`src/rtl/product_bcd_converter.sv`:
```
// Sequential double-dabble binary-to-BCD converter, one shift per clock.
// Takes the multiplier product and returns a sign flag plus BCD magnitude digits.
module product_bcd_converter #(
  parameter int unsigned W      = 16,
  parameter int unsigned DIGITS = 5
) (
  input  logic                  clk,
  input  logic                  reset_n,
  input  logic                  in_valid,
  output logic                  in_ready,
  input  logic [W-1:0]          in_value,
  input  logic                  in_signed,
  output logic                  out_valid,
  output logic                  out_neg,
  output logic [4*DIGITS-1:0]   out_bcd,
  output logic                  busy
);

  localparam int unsigned CW = (W > 1) ? $clog2(W) : 1;
  localparam int unsigned BW = 4 * DIGITS;

  typedef enum logic [1:0] {IDLE, SHIFT, DONE} state_t;

  state_t            state;
  logic [W-1:0]      mag_r;
  logic [BW-1:0]     bcd_r;
  logic              neg_r;
  logic [CW-1:0]     count;

  logic              neg_next;
  logic [W-1:0]      mag_next;
  logic [BW-1:0]     bcd_adj;
  logic [BW+W-1:0]   shift_next;

  // Two's-complement magnitude stays W bits wide, so -2^(W-1) maps to 2^(W-1).
  always_comb begin
    neg_next = in_signed & in_value[W-1];
    mag_next = neg_next ? (~in_value + {{(W-1){1'b0}}, 1'b1}) : in_value;
  end

  always_comb begin
    bcd_adj = bcd_r;
    for (int unsigned d = 0; d < DIGITS; d++) begin
      if (bcd_r[4*d +: 4] >= 4'd5)
        bcd_adj[4*d +: 4] = bcd_r[4*d +: 4] + 4'd3;
    end
    shift_next = {bcd_adj, mag_r} << 1;
  end

  assign in_ready = (state == IDLE);
  assign busy     = ~in_ready;

  always_ff @(posedge clk or negedge reset_n) begin
    if (!reset_n) begin
      state     <= IDLE;
      mag_r     <= '0;
      bcd_r     <= '0;
      neg_r     <= 1'b0;
      count     <= '0;
      out_valid <= 1'b0;
      out_neg   <= 1'b0;
      out_bcd   <= '0;
    end else begin
      out_valid <= 1'b0;
      case (state)
        IDLE: begin
          if (in_valid) begin
            neg_r <= neg_next;
            mag_r <= mag_next;
            bcd_r <= '0;
            count <= '0;
            state <= SHIFT;
          end
        end
        SHIFT: begin
          {bcd_r, mag_r} <= shift_next;
          count          <= count + CW'(1);
          if (count == CW'(W - 1))
            state <= DONE;
        end
        DONE: begin
          out_bcd   <= bcd_r;
          out_neg   <= neg_r;
          out_valid <= 1'b1;
          state     <= IDLE;
        end
        default: state <= IDLE;
      endcase
    end
  end

endmodule

```
`config.mk`:
```
export PLATFORM = sky130hd
export DESIGN_NAME = product_bcd_converter
export DESIGN_NICKNAME = d
export VERILOG_FILES = /design/src/rtl/product_bcd_converter.sv
export SDC_FILE = /design/constraint.sdc
export NUM_CORES = 1
export LEC_CHECK = 0
export CAP_MARGIN = 10
export CORE_ASPECT_RATIO = 2
export CORE_MARGIN = 3
export CORE_UTILIZATION = 30
export CTS_CLUSTER_SIZE = 28
export DETAILED_ROUTE_END_ITERATION = 8
export PLACE_DENSITY = 0.5
export SLEW_MARGIN = 20
export SYNTH_ARGS = -nofsm -noshare
export SYNTH_HDL_FRONTEND = slang
export SYNTH_SLANG_ARGS = --single-unit
```
`constraint.sdc`:
```
create_clock -name clk -period 2.86 [get_ports clk]
set_clock_uncertainty 0.15 [all_clocks]
set_input_delay 0.572 -clock clk [delete_from_list [all_inputs] [get_ports clk]]
set_output_delay 0.572 -clock clk [all_outputs]
set_load 0.02 [all_outputs]
```
==> out/metrics.sh <==
TIMING.FINAL.SETUP_VIOLATIONS=0
CRIT_FANOUT=3
PLACEABLECOREAREA_UM2=10280
GRTUSAGETOTAL=0.1265
SLEW_VIOL_FINAL=0
CRIT_END='mag_r[14]'
TIMING.FINAL.CRIT_PERIOD_NS=2.470
PLACEDCELLCOUNT=484
FINALCRITPERIODSHARE=0.8635
SYNTHESIS.AREA_PER_INSTANCE_UM2=10.24
FINAL_HOLD_SLACK_NS=0.2690
SYNTH_AREA_LEADER_CELL='sky130_fd_sc_hd__dfrtp_1'
SLOWEST_CELL_ON_CRIT_PATH='sky130_fd_sc_hd__or4b_4'
ANT_NETS=0
DETAILED_PLACE.AREA_UM2=3810
GRT_START_MAX_NET_PINS=66
POST_DRT_WL_PER_CELL_UM=13.90
ANTENNA_VIOLATIONS_BEFORE_REPAIR=0
TRITONCTS_CLOCK_TREE='yes'
TIMING.CRITICAL_PATH.REQUIRED_NS=2.91
MAXCLOCKFREQUENCY_MHz=404.9
MET2_USAGE=0.2196
CLOCK_SINKS=65
ANT_CELLS=0
FULL_DIE_AREA_UM2=12080
CTS_HOLD_BUF=0
GLOBALROUTEOVERFLOWTOTAL=0
POWER.LEAKAGE_nW=1.742
CTS_SETUP_BUFFERS=0
GRT_FIRST_PASS_WIRELENGTH_UM=11860
LARGEST_BUFFER_COUNT_ON_ANY_CLOCK_PATH=2
CLK_PIN_SLEW_NS=0.05
STARTING_DENSITY=0.3129
DRT_INITIAL_VIOLATIONS=83
CRITICAL_PATH.CELL_CHAIN='clkdlybuf4s50_1 > inv_1 > ha_1 > or4b_4 > nor3b_4 > a31oi_1 > xnor2_1 > o21ai_1'
ROUTE.FINAL.WIRE_LENGTH_UM=6936
RR_WORST_DEPTH=2
STANDARD_CELL_ROW_COUNT=52
N_FILL_CELL=1102
GPL.FINAL_WEIGHTED_CONGESTION=0.7870
CRITICAL_PATH.STARTPOINT='in_value[0]'
VIAS_PER_CELL=4.830
YS_DOMINANT_REG_CELL='sky130_fd_sc_hd__dfrtp_1'
YOSYS.CELL_TYPES.COUNT=34
CTS_REPAIR_RESIZE_COUNT=0
R2R-END='out_bcd[3]'
NUMPORTBUFFERS=43
MAPPEDNETLISTNETS=346
POST-ROUTE-DRC-COUNT=0
GLOBALROUTEMET3UTIL=0.03077
SYNTH-ASYNC-RESET-RATIO=1.000
COUNT_OF_FLIP_FLOPS_WITH_A_BUILT_IN_ENABLE_AFTER_SYNTHESIS=0
CELLPOWERDENSITY_nW_PER_UM2=1000
CP-START-KIND='primary input'
TIMING_WORST_SLEW_PIN_VALUE_NS=0.9595
GR-USAGE-MET1=0.1362
STATUS='complete, no violations'
SYNTH_CELLS=314
FIN_UTIL=0.3957
WORSTSKEWPAIRLATENCY_NS=0.33
POST-DP-HPWL_UM=4948
CTS-HTREE-LEVELS=3
SYN-CELL-AREA_UM2=3217
FIRST_GLOBAL_VIAS=2488
FLOORPLAN.IO_PINS=44
POST_SYNTH_MAIN_AREA_CONTRIBUTORS='sky130_fd_sc_hd__dfrtp_1 (51%), sky130_fd_sc_hd__ha_1 (4.7%), sky130_fd_sc_hd__o21ai_1 (4.0%)'
AREA.SEQUENTIAL_UM2=1627
NON_FILLER_CELL_AREA_FINAL_UM2=4068
SEQ_AREA_FRAC_SYNTH=0.5056
SETUP_TOTAL_NEGATIVE_SLACK_NS=0
MAXCAPVIOLATIONS=0
CTSROOTBUFFERMASTER='sky130_fd_sc_hd__clkbuf_16'
DIE_WIDTH_UM=79.22
TOP_AREA_CELL_TYPE_SHARE_OF_THE_NETLIST_AREA=0.5056
DETAILEDROUTE.FIRSTPASSITERATIONCOUNT=4
YOSYS_REGISTER_BITS=65
SYNTH_WARNINGS=0
DATA_ARRIVAL_CRITICAL_PATH_NS=2.52
FINAL.SETUP.WORST_SLACK_NS=0.3905
FINALNETCOUNT=392
WORST-SETUP-PATH-TYPE='in -> reg'
WORST-R2R-SETUP-SLACK_NS=1.01
LAYOUT-DRIVE-GT1-SHARE=0.1044
CHIPHEIGHT_UM=152.4
LAYOUT-AREA-OVERHEAD-VS-SYNTH_PCT=26.45
POST-PLACE-WS_NS=0.03908
MAXSLEWHEADROOM=0.3603
UNREPAIRED_SETUP_ENDPOINTS_AFTER_GLOBAL_ROUTING='false'
GR-MAX-USAGE-LAYER='met2'
WORST_R2R_STARTPOINT='state[0]'
REPORT.FINAL.HOLD_VIOL_COUNT=0
CRIT_PATH_END_KIND='register'
HOLD_PATH.CLASS='in -> async'
MULTI_INPUT_COMB_AREA_UM2=1476
FIN_TOTAL_PWR_mW=4.069
STDCELL_COUNT=499
VDD.IR_DROP.WORST_mV=0.3746
ROUTE.VIAS.TOTAL=2410
CTS_INSERTED_BUFFERS=9
TIMING.CRITICAL_PATH.SLOWEST_CELL_DELAY_NS=0.51
==> cell type report <==
| type | instances | share of cell area |
|---|---|---|
| flip-flops and latches | 65 | 0.3999 |
| inverters | 14 | 0.01292 |
| clock buffers | 15 | 0.06337 |
| repair buffers | 51 | 0.1193 |
| multi-input cells | 219 | 0.3630 |
| well taps | 135 | 0.04153 |
==> cell usage in the layout (no fill, tap or decap) <==
master                            count
sky130_fd_sc_hd__a221o_1              1
sky130_fd_sc_hd__or2_2                1
sky130_fd_sc_hd__nand3_1             19
sky130_fd_sc_hd__clkbuf_1             5
sky130_fd_sc_hd__mux2_2              11
sky130_fd_sc_hd__clkbuf_8             1
sky130_fd_sc_hd__xor2_1              10
sky130_fd_sc_hd__nor4_2               1
sky130_fd_sc_hd__nand2b_1             7
sky130_fd_sc_hd__nand2_1             25
sky130_fd_sc_hd__clkbuf_16            9
sky130_fd_sc_hd__buf_4                8
sky130_fd_sc_hd__or2_1                1
sky130_fd_sc_hd__o21ai_1             26
sky130_fd_sc_hd__dfrtp_1             65
sky130_fd_sc_hd__nand4_1              2
sky130_fd_sc_hd__buf_2                1
sky130_fd_sc_hd__o41ai_2              2
sky130_fd_sc_hd__or3_1                2
sky130_fd_sc_hd__a31oi_1              1
sky130_fd_sc_hd__a21oi_1             14
sky130_fd_sc_hd__and2_1               1
sky130_fd_sc_hd__o21ai_0             18
sky130_fd_sc_hd__ha_1                12
sky130_fd_sc_hd__or4b_4               1
sky130_fd_sc_hd__nand4b_4             1
sky130_fd_sc_hd__a22oi_1             14
sky130_fd_sc_hd__nor2_1              17
sky130_fd_sc_hd__clkdlybuf4s50_1     42
sky130_fd_sc_hd__nor2b_1              1
sky130_fd_sc_hd__a32o_1               5
sky130_fd_sc_hd__inv_1               14
sky130_fd_sc_hd__nor3_1               1
sky130_fd_sc_hd__o31ai_2              1
sky130_fd_sc_hd__xnor2_1             12
sky130_fd_sc_hd__o31ai_1             11
sky130_fd_sc_hd__nor3b_4              1
==> synth_stat cells, types with 2 or more instances <==
cell / number
sky130_fd_sc_hd__dfrtp_1: 65
sky130_fd_sc_hd__o21ai_1: 26
sky130_fd_sc_hd__nand2_1: 25
sky130_fd_sc_hd__nand3_1: 19
sky130_fd_sc_hd__o21ai_0: 18
sky130_fd_sc_hd__nor2_1: 17
sky130_fd_sc_hd__a21oi_1: 14
sky130_fd_sc_hd__a22oi_1: 14
sky130_fd_sc_hd__clkbuf_1: 14
sky130_fd_sc_hd__inv_1: 14
sky130_fd_sc_hd__ha_1: 12
sky130_fd_sc_hd__xnor2_1: 12
sky130_fd_sc_hd__mux2_2: 11
sky130_fd_sc_hd__o31ai_1: 11
sky130_fd_sc_hd__xor2_1: 10
sky130_fd_sc_hd__nand2b_1: 7
sky130_fd_sc_hd__a32o_1: 5
sky130_fd_sc_hd__nand4_1: 2
sky130_fd_sc_hd__o41ai_2: 2
sky130_fd_sc_hd__or3_1: 2
==> metal layers <==
metal | wire [um] | vias up
met5 | 0 | -
met3 | 222 | 14
li1 | - | 1204
met2 | 3712 | 47
met4 | 220 | 0
met1 | 2781 | 1145
==> state kept, by name, indices dropped and copies added (netlist names) <==
signal     cells
state          2
mag_r         16
neg_r          1
out_neg        1
out_valid      1
out_bcd       20
bcd_r         20
count          4
==> worst min-delay path by stage <==
stage	endpoint	cells after the start
floorplan	bcd_r[0]	0
global placement	bcd_r[0]	2
detailed placement	bcd_r[0]	2
CTS	out_neg	2
global route	out_bcd[0]	2
finish	out_bcd[0]	2
==> critical path, delay by kind of cell <==
family          cells  cell delay [ns]
fa+ha+maj           1             0.21
simple gates        2             0.77
compound gates      2             0.20
xor+xnor            1             0.17
buf+inv             2             0.60
==> report_power, final <==
part / total, mW / internal [mW] / switching, mW
Combinational: 1.58 / 0.710 / 0.870
Sequential: 1.52 / 1.27 / 0.257
Clock: 0.964 / 0.606 / 0.359
Total: 4.07 / 2.58 / 1.49
==> cell families after synthesis <==
| family | count (synthesis) | synth area share |
|---|---|---|
| buffers and inverters | 30 | 0.03539 |
| and+or+nand+nor | 81 | 0.1307 |
| AOI/OAI and AO/OA | 93 | 0.1832 |
| xor gates and xnor gates | 22 | 0.05990 |
| DFF | 65 | 0.5056 |
| muxes | 11 | 0.03851 |
| adders and majority gates | 12 | 0.04667 |
Note: power is estimated with default switching activity, not from simulation.
==> RTL change 1: new RTL, same settings <==
Set the parameter `DIGITS` to 6 (it was 5).
--- a/src/rtl/product_bcd_converter.sv
+++ b/src/rtl/product_bcd_converter.sv
@@ -4,3 +4,3 @@
   parameter int unsigned W      = 16,
-  parameter int unsigned DIGITS = 5
+  parameter int unsigned DIGITS = 6
 ) (
Ports: changed (resized out_bcd); port bits go from 44 to 48. The function was not compared with the original's and may differ.
==> RTL change 1 against the unedited design <==
- via count rose by 12%
- sequential cell count increased by 8
- final cell count increased by 8.8%
- worst setup slack improved by 0.022 ns
- die area rose by 11%
- largest power group unchanged
- count of clock-buffer cells in the layout is 1 lower
- area after synthesis rose by 11%
- cell area grew 12%
- sequential power rose by 11%
- total power up 12%
- routed wire length up 15%
==> RTL change 1: results (changes against the unedited design) <==
metric;value;unit;change
grt_max_degree;41;;was 66
cts_root_buffer;clkbuf_16;;unchanged
cts_setup_buffers;0;;unchanged
grt_pass1_vias;2693;;was 2488
grt_pass1_wl;13200;um;was 11900 um
reg_top3;bcd_r: 24 flops, out_bcd: 24 flops, mag_r: 16 flops;;was bcd_r: 20 flops, out_bcd: 20 flops, mag_r: 16 flops
clockBufferDepth;2;;unchanged
critPathTopFamily;buffers and inverters;;was simple AND/OR/NAND/NOR gates
drive_above_1_share;11.0;%;was 10.4%
io_buffers;47;;was 43
reg2reg_to;bcd_r[3];;was out_bcd[3]
cts_max_level;3;;unchanged
place_inst;527;;was 484
drt_first_pass_iters;4;;unchanged
status;complete, no violations;;unchanged
worst-r2r-cell-count;5;;was 2
final_nets;430;;was 392
fin_cells;543;;was 499
yosysSeqAreaShare;51.0;%;was 50.6%
p_leak;1.94;nW;was 1.74 nW
synthesis.nets;379;;was 346
first_iter_violations;91;;was 83
synth_area_leaders;dfrtp_1, o21ai_0, ha_1, mux2_2, nand2_1;;was dfrtp_1, ha_1, o21ai_1, mux2_2, a22oi_1
r2r-start;state[1];;was state[0]
cp_slowest_cell;clkdlybuf4s50_1;;was or4b_4
n_antenna_cell;0;;unchanged
ys.flop_type;dfrtp_1;;unchanged
cts-resized-gates;0;;unchanged
ys_types;41;;was 34
wirelength;7950;um;was 6940 um
postSynth.asyncResetShare;100;%;unchanged
crit_arrival;1.73;ns;was 2.52 ns
gp_congestion;0.745;;was 0.787
critPathMaxFanout;4;;was 3
yosysWarnings;0;;unchanged
syn_area_per_cell;10.4;um2;was 10.2 um2
hp-class;in -> async;;unchanged
clock_latency;0.32;ns;
worstMarginPinSlew;0.625;ns;was 0.960 ns
clkTransAtPathRegs;0.05;ns;about the same
cts_buffers;9;;unchanged
crit_path_max_incr_delay;0.68;ns;was 0.51 ns
vdd_drop_max;0.000345;V;was 0.000375 V
grt.total_usage;12.4;%;was 12.6%
antenna_found_initial;0;;unchanged
vias_per_cell;4.98;;was 4.83
dpl.hpwl;5720;um;was 4950 um
synth_common_cells;dfrtp_1, o21ai_0, nand2_1;;was dfrtp_1, o21ai_1, nand2_1
rrSetupSlack;0.86;ns;was 1.01 ns
-- RTL change 1: changes by cell type after synthesis, moves of 5 or more --
| cell | unedited run | this run |
|---|---|---|
| o22ai_1 | 0 | 6 |
| nand3_1 | 19 | 7 |
| clkbuf_1 | 14 | 8 |
| o21ai_0 | 18 | 42 |
| dfrtp_1 | 65 | 73 |
| o32ai_1 | 0 | 5 |
| buf_2 | 1 | 6 |
| nand2_1 | 25 | 37 |
| o21ai_1 | 26 | 1 |
-- RTL change 1: cell type report --
type                       count  area (um2)
clock inverter                 2        35.0
sequential                    73        1830
timing repair buffer          56         536
clock buffer                  14         274
tap                          142         178
inverter                      16        60.1
multi-input combinational    240        1630
fill                        1142        6960
-- RTL change 1: worst max path at each step --
stage	startpoint	endpoint	slack [ns]
2_1_floorplan	in_value[0]	mag_r[12]	0.89
3_3_place_gp	in_value[4]	mag_r[14]	0.31
3_5_place_dp	in_value[4]	mag_r[14]	0.30
4_1_cts	state[1]	in_ready	0.39
5_1_grt	state[1]	in_ready	0.32
6_report	state[1]	in_ready	0.41
-- RTL change 1: report_power, final --
group	switching [W]	internal (W)	total [W]	leakage, nW
sequential	0.000272	0.00142	0.00169	0.900
clock	0.000403	0.000746	0.00115	0.153
combinational	0.000950	0.000784	0.00173	0.882
-- RTL change 1: cell families after synthesis --
family,Yosys count,synth area share [%]
adders and majority gates,14,4.89
buffers and inverters,32,3.57
xor gates and xnor gates,20,4.89
muxes,17,5.21
DFF,73,51.0
AOI/OAI and AO/OA,103,18.4
and+or+nand+nor,86,12.1
-- RTL change 1: worst register-to-register path: cells and delay by family, from the launching register on --
family,cells,cell delay [ns]
compound gates,2,0.40
simple gates,3,0.93
flops,1,0.41
-- RTL change 1: metal layers --
metal | up-vias | routed length [um] | track usage [%]
li1 | 1331 | - | -
met4 | 0 | 223 | 6.77
met1 | 1299 | 3320 | 13.4
met3 | 16 | 287 | 2.46
met5 | - | 0 | 0
met2 | 57 | 4120 | 22.2
-- RTL change 1: stage by stage --
step | power, W | hold WS, ns | cell area (um2) | setup slack, ns | utilization, %
2_1_floorplan | 0.00285 | 0.126 | 3580 | 0.893 | -
3_3_place_gp | 0.00343 | 0.315 | 4230 | 0.310 | 36.8
3_5_place_dp | 0.00347 | 0.321 | 4230 | 0.295 | 36.8
4_1_cts | 0.00465 | 0.0847 | 4540 | 0.390 | 39.5
5_1_grt | 0.00492 | 0.104 | 4540 | 0.324 | 39.5
6_report | 0.00457 | 0.0677 | 4540 | 0.413 | 39.5
==> RTL change 2: new RTL, same flow settings <==
Without the edit above. Reset style: synchronous (`reset_n`), changed in one clocked block.
--- a/src/rtl/product_bcd_converter.sv
+++ b/src/rtl/product_bcd_converter.sv
@@ -52,3 +52,3 @@
 
-  always_ff @(posedge clk or negedge reset_n) begin
+  always_ff @(posedge clk) begin
     if (!reset_n) begin
Formal check against the unedited RTL: differs if reset_n is asserted again (counterexample within 4 cycles, from zero or initial values and one cycle with reset_n low); with reset_n held inactive, the same outputs for 10 cycles.
==> RTL change 2 against the unedited design <==
- final cell count grew 16%
- sequential cell count unchanged
- via count increased by 17%
- non-clock buffer count up 1
- die area up 2.3%
- routed wire length increased by 9.1%
- highest routed layer unchanged
- global-route usage up 0.32 points
- worst setup slack improved by 0.18 ns
- register-to-register slack worse by 0.14 ns
- area after synthesis rose by 2.5%
- cell area up 2.9%
Power is not compared: it rests on default switching activity, and its combinational part moved more than twofold at a synthesized area within 25%.
==> RTL change 2: results (changes against the unedited design) <==
metric;value;unit;change
status;complete, no violations;;unchanged
synth_common_cells;nand2_1, dfxtp_1, a21boi_0;;was dfrtp_1, o21ai_1, nand2_1
multiInputGateArea;0.00183;mm2;was 0.00148 mm2
synthXorXnorAreaFrac;5.85;%;was 5.99%
drive_above_1_share;7.05;%;was 10.4%
grt_pass1_vias;2696;;was 2488
ys.flop_type;dfxtp_1;;was dfrtp_1
dpl.hpwl;5430;um;was 4950 um
final-nonclk-buf-share;11.9;%;about the same
vias;2821;;was 2410
synth_fa_ha_area_share;4.56;%;was 4.67%
clkbuf_count;11;;was 15
comb.multi_input.count;293;;was 219
synth_compound_area_share;21.1;%;was 18.3%
placed_area;0.00386;mm2;was 0.00381 mm2
critPathMaxFanout;7;;was 3
synth_area_leaders;dfxtp_1, nand2_1, a21boi_0, ha_1, xnor2_1;;was dfrtp_1, ha_1, o21ai_1, mux2_2, a22oi_1
slew_headroom;46.3;%;was 36.0%
synthesis.nets;427;;was 346
synth_mux_area_share;0.645;%;was 3.85%
met3_usage;2.68;%;was 3.08%
grt_use_met1;13.7;%;was 13.6%
gr-usage-met2;23.3;%;was 22.0%
wl_met2;4060;um;was 3710 um
n_sequential_cell;65;;unchanged
wirelength;7570;um;was 6940 um
worst-r2r-cell-count;5;;was 2
yosysSeqAreaShare;39.5;%;was 50.6%
nFillCells;1143;;was 1102
grt.total_usage;13.0;%;was 12.6%
hp-class;reg -> reg;;was in -> async
rrSetupSlack;0.87;ns;was 1.01 ns
crit_arrival;1.56;ns;was 2.52 ns
grt_pass1_wl;12600;um;was 11900 um
RTL change 2: changes by cell type after synthesis, moves of 9 or more:
cell,unedited run,this run
o21ai_1,26,2
a21boi_0,0,34
nor2b_1,1,13
o31ai_1,11,2
dfrtp_1,65,0
nand2_1,25,78
mux2_2,11,1
dfxtp_1,0,65
RTL change 2: critical path: stages, from the launching register on:
cell	delay [ns]
dfxtp_1	0.46
nor2_1	0.12
inv_1	0.06
clkdlybuf4s50_1	0.59
RTL change 2: through the flow:
step           cells  utilization, %
2_1_floorplan    395               -
3_3_place_gp     561            36.3
3_5_place_dp     561            36.3
4_1_cts          577            39.5
5_1_grt          577            39.5
6_report         577            39.5
RTL change 2: worst max path at each step:
stage,from,end,slack (ns),cells after the start
final,state[0],busy,0.57,3
after global routing,state[0],busy,0.49,3
after CTS,state[0],busy,0.56,3
after detailed placement,in_value[4],mag_r[12],0.35,6
after global placement,in_value[4],mag_r[9],0.37,6
after floorplan,in_value[4],mag_r[10],1.04,5
